$ cat src/rtl/child_seq_pkg.sv
// child_seq_pkg: shared types and helpers for the child instance sequencer.
//   seq_state_e     - sequencer FSM state encoding
//   MaxChild        - widest child bank the helpers support
//   next_unskipped  - lowest set bit at or above a position in a run mask, -1 if none
package child_seq_pkg;

   localparam int unsigned MaxChild = 32;

   typedef enum logic [1:0] {
      StIdle,
      StLaunch,
      StWait,
      StDone
   } seq_state_e;

   // run_mask bit k = 1 means child k is still to be serviced in this sequence.
   function automatic int next_unskipped(input logic [MaxChild-1:0] run_mask, input int from);
      int pos;
      pos = -1;
      // Scan downwards so the last hit is the lowest qualifying index.
      for (int i = MaxChild - 1; i >= 0; i--) begin
         if (run_mask[i] && (i >= from)) begin
            pos = i;
         end
      end
      return pos;
   endfunction

endpackage

$ cat src/rtl/child_seq_wait_timer.sv
// child_seq_wait_timer: per-child wait counter for the sequencer timeout.
//   clk, rst_n  - clock, asynchronous active-low reset
//   clr_i       - synchronous clear to zero (wins over en_i)
//   en_i        - count one per cycle while high; saturates at all-ones
//   expired_o   - high while enabled and the count has reached LIMIT
module child_seq_wait_timer
   import child_seq_pkg::*;
#(
   parameter int unsigned CNT_W = 8,
   parameter int unsigned LIMIT = 255
) (
   input  logic clk,
   input  logic rst_n,
   input  logic clr_i,
   input  logic en_i,
   output logic expired_o
);

   logic [CNT_W-1:0] cnt_q, cnt_d;

   always_comb begin
      cnt_d = cnt_q;
      if (clr_i) begin
         cnt_d = '0;
      end else if (en_i && (cnt_q != '1)) begin
         cnt_d = cnt_q + CNT_W'(1);
      end
   end

   always_ff @(posedge clk or negedge rst_n) begin
      if (!rst_n) begin
         cnt_q <= '0;
      end else begin
         cnt_q <= cnt_d;
      end
   end

   assign expired_o = en_i && (cnt_q >= CNT_W'(LIMIT));

endmodule

$ cat src/rtl/child_inst_sequencer.sv
// child_inst_sequencer: services a bank of NUM_CHILD children one at a time
// (start pulse, wait for done, record status, advance to next unskipped child).
//   clk, rst_n      - clock, asynchronous active-low reset
//   start_i         - begin a sequence (accepted only when idle)
//   abort_i         - abandon the running sequence
//   skip_mask_i     - children to skip, captured on accepted start
//   child_start_o   - one-hot single-cycle start pulse
//   child_done_i    - per-child completion (level or pulse)
//   busy_o, done_o  - sequence in progress / one-cycle end-of-sequence pulse
//   active_idx_o    - child being serviced (holds last after the sequence)
//   pass_mask_o     - children that completed
//   timeout_mask_o  - children that timed out
//   aborted_o       - last sequence ended by abort
// Build option: define CHILD_SEQ_TIMEOUT_EN to add the per-child wait timeout;
// without it WAIT only exits on done or abort and timeout_mask_o is zero.
module child_inst_sequencer
   import child_seq_pkg::*;
#(
   parameter int unsigned NUM_CHILD      = 5,
   parameter int unsigned IDX_W          = (NUM_CHILD > 1) ? $clog2(NUM_CHILD) : 1,
   parameter int unsigned TIMEOUT_CYCLES = 255,
   parameter int unsigned CNT_W          = 8
) (
   input  logic                 clk,
   input  logic                 rst_n,
   input  logic                 start_i,
   input  logic                 abort_i,
   input  logic [NUM_CHILD-1:0] skip_mask_i,
   output logic [NUM_CHILD-1:0] child_start_o,
   input  logic [NUM_CHILD-1:0] child_done_i,
   output logic                 busy_o,
   output logic                 done_o,
   output logic [IDX_W-1:0]     active_idx_o,
   output logic [NUM_CHILD-1:0] pass_mask_o,
   output logic [NUM_CHILD-1:0] timeout_mask_o,
   output logic                 aborted_o
);

   seq_state_e           state_q;
   logic [NUM_CHILD-1:0] skip_q;
   logic [IDX_W-1:0]     idx_q;
   logic [NUM_CHILD-1:0] child_start_q;
   logic                 busy_q;
   logic                 done_q;
   logic [NUM_CHILD-1:0] pass_q;
   logic                 aborted_q;

   logic [MaxChild-1:0]  live_run;
   logic [MaxChild-1:0]  kept_run;
   logic                 first_ok;
   logic [IDX_W-1:0]     first_idx;
   logic                 after_ok;
   logic [IDX_W-1:0]     after_idx;
   logic                 cur_done;
   logic                 wait_exit;

   // Candidate indices: first child of a new sequence (from the live skip input)
   // and the next child after the current one (from the captured skip mask).
   always_comb begin
      live_run                  = '0;
      live_run[NUM_CHILD-1:0]   = ~skip_mask_i;
      kept_run                  = '0;
      kept_run[NUM_CHILD-1:0]   = ~skip_q;
      first_ok  = next_unskipped(live_run, 0) >= 0;
      first_idx = IDX_W'(next_unskipped(live_run, 0));
      after_ok  = next_unskipped(kept_run, int'(idx_q) + 1) >= 0;
      after_idx = IDX_W'(next_unskipped(kept_run, int'(idx_q) + 1));
   end

   assign cur_done = child_done_i[idx_q];

`ifdef CHILD_SEQ_TIMEOUT_EN
   logic                 expired;
   logic [NUM_CHILD-1:0] timeout_q;

   child_seq_wait_timer #(
      .CNT_W (CNT_W),
      .LIMIT (TIMEOUT_CYCLES)
   ) u_wait_timer (
      .clk       (clk),
      .rst_n     (rst_n),
      .clr_i     (state_q == StLaunch),
      .en_i      (state_q == StWait),
      .expired_o (expired)
   );

   assign wait_exit      = cur_done || expired;
   assign timeout_mask_o = timeout_q;
`else
   logic unused_cfg;
   assign unused_cfg     = ^{TIMEOUT_CYCLES[0], CNT_W[0]};
   assign wait_exit      = cur_done;
   assign timeout_mask_o = '0;
`endif

   // Outputs are registered from the current state, so they trail the state by a
   // cycle: a LAUNCH cycle produces the start pulse on the following cycle.
   always_ff @(posedge clk or negedge rst_n) begin
      if (!rst_n) begin
         state_q       <= StIdle;
         skip_q        <= '0;
         idx_q         <= '0;
         child_start_q <= '0;
         busy_q        <= 1'b0;
         done_q        <= 1'b0;
         pass_q        <= '0;
         aborted_q     <= 1'b0;
`ifdef CHILD_SEQ_TIMEOUT_EN
         timeout_q     <= '0;
`endif
      end else begin
         child_start_q <= '0;
         done_q        <= 1'b0;
         unique case (state_q)
            StIdle: begin
               // busy stays up through the done_o cycle, then drops unless restarted.
               busy_q <= start_i;
               if (start_i) begin
                  skip_q    <= skip_mask_i;
                  pass_q    <= '0;
                  aborted_q <= 1'b0;
`ifdef CHILD_SEQ_TIMEOUT_EN
                  timeout_q <= '0;
`endif
                  if (first_ok) begin
                     idx_q   <= first_idx;
                     state_q <= StLaunch;
                  end else begin
                     idx_q   <= '0;
                     state_q <= StDone;
                  end
               end
            end
            StLaunch: begin
               if (abort_i) begin
                  aborted_q <= 1'b1;
                  state_q   <= StDone;
               end else begin
                  child_start_q <= NUM_CHILD'(1) << idx_q;
                  state_q       <= StWait;
               end
            end
            StWait: begin
               // Abort beats a same-cycle done or expiry; done beats expiry.
               if (abort_i) begin
                  aborted_q <= 1'b1;
                  state_q   <= StDone;
               end else if (wait_exit) begin
                  if (cur_done) pass_q[idx_q] <= 1'b1;
`ifdef CHILD_SEQ_TIMEOUT_EN
                  else timeout_q[idx_q] <= 1'b1;
`endif
                  if (after_ok) begin
                     idx_q   <= after_idx;
                     state_q <= StLaunch;
                  end else begin
                     state_q <= StDone;
                  end
               end
            end
            StDone: begin
               done_q  <= 1'b1;
               state_q <= StIdle;
            end
            default: state_q <= StIdle;
         endcase
      end
   end

   assign child_start_o = child_start_q;
   assign busy_o        = busy_q;
   assign done_o        = done_q;
   assign active_idx_o  = idx_q;
   assign pass_mask_o   = pass_q;
   assign aborted_o     = aborted_q;

endmodule

$ cat config.mk
export PLATFORM = sky130hd
export DESIGN_NAME = child_inst_sequencer
export DESIGN_NICKNAME = d
export VERILOG_FILES = /design/src/rtl/child_seq_pkg.sv /design/src/rtl/child_seq_wait_timer.sv /design/src/rtl/child_inst_sequencer.sv
export SDC_FILE = /design/constraint.sdc
export NUM_CORES = 1
export LEC_CHECK = 0
export CAP_MARGIN = 20
export CORE_ASPECT_RATIO = 0.5
export CORE_MARGIN = 4
export CORE_UTILIZATION = 40
export DETAILED_ROUTE_END_ITERATION = 12
export PLACE_DENSITY = 0.67
export SLEW_MARGIN = 10
export SYNTH_ARGS = -nofsm -noshare
export SYNTH_HDL_FRONTEND = slang
export SYNTH_SLANG_ARGS = --single-unit
$ cat constraint.sdc
create_clock -name clk -period 3.2 [get_ports clk]
set_input_delay 0.64 -clock clk [delete_from_list [all_inputs] [get_ports clk]]
set_output_delay 0.64 -clock clk [all_outputs]
set_load 0.01 [all_outputs]
==> reports/results.ini, run 1 <==
[pwr]
p_leak_nw = 0.766
p_per_area_nw_per_um2 = 938
peakVddDrop_mv = 0.356
power_mw = 1.62

[setup_path]
cp_cell_sequence = inv_1 -> ha_1 -> nor3b_1 -> nor2b_1 -> nor4_2 -> a21oi_1 -> mux2i_1
reg2reg_depth = 7
crit_cells = 7
slowest_delay_ps = 660
startpoint = active_idx_o[2]
timing.critical_path.buf_inv = 1
cp_slowest_cell = dfrtp_1
end_kind = flop
r2r_start = active_idx_o[2]
timing.rr.end = active_idx_o[0]
setup.worst_path.end = active_idx_o[0]
crit_fanout = 15
ff2ff_setup_slack_ps = 750
cp.required_ps = 3400
start_kind = flop
arrival_ps = 2650
critPathTopFamily = simple AND/OR/NAND/NOR gates
crit_type = flop to flop

[global_routing]
grt.total_usage_pct = 14.2
antenna_found_initial = 0
grt_max_degree = 24
busiest_layer = met2
grt_pass1_wl_um = 5020
grt_pass1_vias = 1033
grt_use_met1_pct = 20.1
overflow = 0
grt_use_met3_pct = 4.56
grt_use_met2_pct = 20.3

[floorplanning]
start_util_pct = 44.1
die_area_um2 = 4540
io_pins = 35
core_um2 = 3150
die_x_um = 91.4
rows = 14
die_h_um = 49.7

[placement]
place_hpwl_um = 2300
dp_cells = 200
place.gp.congestion = 0.846
io_buffers = 29

[final_layout]
num_antenna_cells = 0
drive_gt1_share_pct = 11.0
fin_util_pct = 54.8
area_delta_synth_final_pct = 24.2
finish.net_count = 190
layout.cells.non_filler = 204

[logic_synthesis]
seq_area_frac_synth_pct = 41.4
synth_simple_gate_area_share_pct = 17.2
synthArstFlopShare_pct = 100
synth_fa_ha_area_share_pct = 9.90
synth_compound_area_share_pct = 17.4
synth_edf_count = 0
synth_xor_area_share_pct = 0
syn_avg_cell_area_um2 = 10.2
yosys.area.top_type_share_pct = 41.4
syn_area_um2 = 1390
synth_top_cell_by_area = dfrtp_1
synthMuxAreaShare_pct = 5.40
yosys-top-cells-count = dfrtp_1 (23), inv_1 (12), ha_1 (11)
synth.most_common_cell = dfrtp_1
ys.flop_type = dfrtp_1
ys_types = 46
syn_inst = 136
netlist_top_cells_area = dfrtp_1 (41%), ha_1 (9.9%), inv_1 (3.2%), mux2_2 (3.2%), a21oi_1 (2.9%)
synth_top_family_by_area = compound AO/OA/AOI/OAI gates
yosys_warnings = 0
synth_seq_cells = 23

[sta]
slew_violations = 0
fmax_mhz = 408
hold_violations = 0
rsz0062_at_grt = false
setup_violations = 0
fin_crit_sh_pct = 76.5
skew_ps = 7.37
setup-tns-final_ps = 0
min_period_ps = 2450

[clock_tree]
cts_tree = done
post_cts_buffers = 0
clkSinkCount = 23
holdBufCountCts = 0
ctsResizeCount = 0
clk_path_buf_depth = 2
cts-root-buf = clkbuf_8
numCtsBuffers = 3
htreeDepth = 1
path_clk_slew_ps = 90
clock_latency_ps = 270

[route]
wl_per_cell_um = 14.8
via_count = 1072
firstDrtPassIters = 4
drc = 0
ant_nets = 0
wirelength_um = 3020
drt_iter0_markers = 34
viasPerCell = 5.25

[run_status]
status = finished, final reports clean

[job]
cap_viol_max_count = 0

[hold_path]
min_path_type = flop to flop

layer usage:
layer / vias up / part of all wire, % / wire length (um)
met2: 29 / 43 / 1290
met5: - / 0 / 0
met3: 4 / 5.4 / 163
met1: 510 / 51 / 1530
met4: 0 / 1.3 / 38
li1: 529 / - / -
cell usage in the layout, fill, tap and decap left out, types with 2 or more instances in the layout:
cell type        Yosys  final
nor2b_1              2      2
nand3_1              2      2
nand2_1              7      7
mux2_2               4      4
conb_1               1      5
clkdlybuf4s50_1      0     29
o21ai_0              5      5
dfrtp_1             23     23
o32a_1               3      3
nor3_1               6      6
clkbuf_8             0      3
ha_1                11     11
a21oi_1              8      8
mux2i_1              3      3
nor2_1              10     10
inv_1               12     12
and3_1               2      2
logic make-up after synthesis:
group                      after synthesis
adders and majority gates               11
AOI/OAI and AO/OA                       30
muxes                                    7
other                                    1
DFF                                     23
buffers and inverters                   22
and+or+nand+nor                         42
sequential cells by signal, summed over array words and instances (netlist names):
name	flops
child_start_o	5
pass_mask_o	5
skip_q	5
active_idx_o	3
state_q	2
aborted_o	1
busy_o	1
done_o	1
report_power, final:
group	leakage (nW)	internal [mW]	total (mW)	switching (mW)
Combinational	0.450	0.447	0.894	0.447
Clock	0.0255	0.0871	0.183	0.0956
Sequential	0.291	0.409	0.543	0.134
Total	0.766	0.943	1.62	0.676
cell type report:
class	instances	area, um^2
fillers	293	1430
multi-input cells	95	712
flip-flops and latches	23	576
repair buffers	30	298
well taps	40	50.0
inverters	12	45.0
clock buffers	3	41.3
clock inverters	1	5.00
tightest hold or removal path: cells and delay by family (launching register included):
kind / cells / cell delay (ps)
AO/OA/AOI/OAI: 1 / 60
flip-flops: 1 / 360
AND/OR/NAND/NOR: 1 / 50
metrics by stage:
step           hold slack (ps)  area, um^2  setup WS [ps]
2_1_floorplan              344        1410           1090
3_3_place_gp               466        1680            792
3_5_place_dp               473        1680            731
4_1_cts                    493        1730            772
5_1_grt                    543        1730            499
6_report                   494        1730            752
worst min path at each step:
stage / from / end / slack [ps] / cells after the start
after floorplan: rst_n / aborted_o / 340 / 0
after global placement: skip_q[2] / skip_q[2] / 470 / 2
after CTS: skip_q[2] / skip_q[2] / 490 / 2
final: skip_q[2] / skip_q[2] / 490 / 2
after global routing: busy_o / busy_o / 540 / 2
after detailed placement: skip_q[2] / skip_q[2] / 470 / 2
Power figures use the tool's default switching activity.
==> inputs of run 2 (changes only) <==
Clock period 3.2 ns to 2.6 ns, I/O delays scaled along.
==> run 2 against run 1 <==
Net effect:
- clock power grew 22%
- power is 26% higher
- wire length up 4.2%
- non-clock buffer count grew 4
- register-to-register slack worse by 520 ps
- clock-buffer cell count unchanged
- highest routed layer unchanged
- setup slack lost 520 ps
- sequential share of layout area decreased by 0.57 points
- final cell count grew 2.0%
- fmax up 3.2%
- clock skew is essentially flat
- global-route usage shrank 0.21 points
==> reports/results.ini, run 2 (synthesis results as in run 1) <==
[global_routing]
grt_pass1_wl_um = 5080  ; was 5020 um
antenna_found_initial = 0  ; unchanged
grt_max_degree = 24  ; unchanged
grt.total_usage_pct = 14.0  ; was 14.2%
grt_pass1_vias = 1061  ; was 1,033
overflow = 0  ; unchanged

[placement]
place.gp.congestion = 0.761  ; was 0.846
place_hpwl_um = 2410  ; was 2300 um
io_buffers = 29  ; unchanged

[pwr]
peakVddDrop_mv = 0.393  ; was 0.356 mV
p_per_area_nw_per_um2 = 1160  ; was 938 nW/um^2
power_mw = 2.04  ; was 1.62 mW
p_leak_nw = 0.786  ; was 0.766 nW

[clock_tree]
cts-root-buf = clkbuf_8  ; unchanged
post_cts_buffers = 0  ; unchanged
cts_tree = done  ; unchanged
clkSinkCount = 23  ; unchanged
htreeDepth = 1  ; unchanged
ctsResizeCount = 0  ; unchanged
clk_path_buf_depth = 2  ; unchanged
path_clk_slew_ps = 90  ; about the same
numCtsBuffers = 3  ; unchanged
holdBufCountCts = 0  ; unchanged
clock_latency_ps = 270  ; about the same

[route]
drc = 0  ; unchanged
wirelength_um = 3150  ; was 3020 um
firstDrtPassIters = 4  ; unchanged
ant_nets = 0  ; unchanged
drt_iter0_markers = 34  ; unchanged
viasPerCell = 5.35  ; was 5.25
via_count = 1112  ; was 1,072
wl_per_cell_um = 15.1  ; was 14.8 um

[sta]
rsz0062_at_grt = false  ; unchanged
min_period_ps = 2370  ; was 2450 ps
whs_ps = 495  ; was 494 ps
fin_crit_sh_pct = 91.2  ; was 76.5%
setup_violations = 0  ; unchanged
fmax_mhz = 422  ; was 408 MHz
skew_ps = 7.39  ; was 7.37 ps
setup-tns-final_ps = 0  ; unchanged
slew_violations = 0  ; unchanged
hold_violations = 0  ; unchanged

[floorplanning]
rows = 14  ; unchanged
die_h_um = 49.7  ; unchanged
die_x_um = 91.4  ; unchanged
io_pins = 35  ; unchanged
start_util_pct = 44.1  ; unchanged
core_um2 = 3150  ; unchanged
die_area_um2 = 4540  ; unchanged

[setup_path]
timing.critical_path.buf_inv = 0  ; was 1
crit_fanout = 8  ; was 15
crit_top_cell = ha_1
end_kind = flop  ; unchanged
cp_cell_sequence = ha_1 -> ha_1 -> nor3b_1 -> nor2b_1 -> nor4_2 -> a21oi_1 -> mux2i_1  ; was inv_1 -> ha_1 -> nor3b_1 -> nor2b_1 -> nor4_2 -> a21oi_1 -> mux2i_1
cp.required_ps = 2800  ; was 3400 ps
cp_slowest_cell = dfrtp_1  ; unchanged
critPathTopFamily = adder cells  ; was simple AND/OR/NAND/NOR gates
crit_type = flop to flop  ; unchanged
start_kind = flop  ; unchanged
arrival_ps = 2570  ; was 2650 ps
slowest_delay_ps = 510  ; was 660 ps

[job]
cap_viol_max_count = 0  ; unchanged

[final_layout]
layout_common_cells = clkdlybuf4s50_1 (29), dfrtp_1 (23), inv_1 (12)  ; unchanged
num_antenna_cells = 0  ; unchanged
final_common_cell = clkdlybuf4s50_1  ; unchanged
fin_util_pct = 55.7  ; was 54.8%
drive_gt1_share_pct = 13.1  ; was 11.0%
area_delta_synth_final_pct = 26.4  ; was 24.2%
finish.net_count = 194  ; was 190
n_fill_cell = 283  ; was 293

[run_status]
status = finished, final reports clean  ; unchanged

[hold_path]
min_path_type = flop to flop  ; unchanged

==> run 2: cell types whose count changed in the layout (fill, tap and decap cells not counted), sizes merged <==
cell and change:
buf +4
==> run 2: path summary, 6_finish.rpt <==
path / slack (ps) / cells past startpoint / to / from
worst min register to register: 500 / 2 / skip_q[2] / skip_q[2]
worst max register to register: 230 / 7 / active_idx_o[0] / active_idx_o[0]
max in group asynchronous: 1760 / 2 / state_q[0] / rst_n
min in group asynchronous: 600 / 2 / pass_mask_o[0] / rst_n
worst max-delay path: 230 / 7 / active_idx_o[0] / active_idx_o[0]
worst min-delay path: 500 / 2 / skip_q[2] / skip_q[2]
==> run 2: stage by stage <==
step	area [um^2]	instances	setup WS [ps]
finish	1760	208	228
CTS	1760	208	243
global placement	1710	204	267
floorplan	1410	140	492
global route	1760	208	48.3
detailed placement	1710	204	263
==> run 2: area by class of cell <==
cell class | count | area [um^2] | area share, %
Timing Repair Buffer | 34 | 328 | 18.7
Clock buffer | 3 | 41.3 | 2.35
Multi-Input combinational cell | 95 | 712 | 40.5
Inverter | 12 | 45.0 | 2.56
Clock inverter | 1 | 5.00 | 0.285
Tap cell | 40 | 50.0 | 2.85
Sequential cell | 23 | 576 | 32.8
==> run 2: power breakdown <==
| part | switching, mW | internal [mW] | total, mW |
|---|---|---|---|
| sequential | 0.114 | 0.504 | 0.618 |
| clock | 0.116 | 0.107 | 0.223 |
| combinational | 0.621 | 0.582 | 1.20 |
| total | 0.851 | 1.19 | 2.04 |
==> run 2: per-layer routing <==
metal	track usage, %	part of all wire [%]	vias up
met1	20.5	50	537
met3	3.80	6.2	2
met4	3.50	0.64	0
li1	-	-	539
met2	20.2	43	34
met5	0	0	-
==> run 2: worst min-delay path, cell delays in order, from the launching register on <==
cell	delay, ps
dfrtp_1	350
nand2_1	50
o21ai_0	60
==> inputs of run 3 (changes only) <==
Settings changed: CTS_BUF_LIST from default to sky130_fd_sc_hd__clkbuf_4 sky130_fd_sc_hd__clkbuf_8.
==> results of run 3 <==
The final DEF is identical to that of run 2; final timing and power are the same.
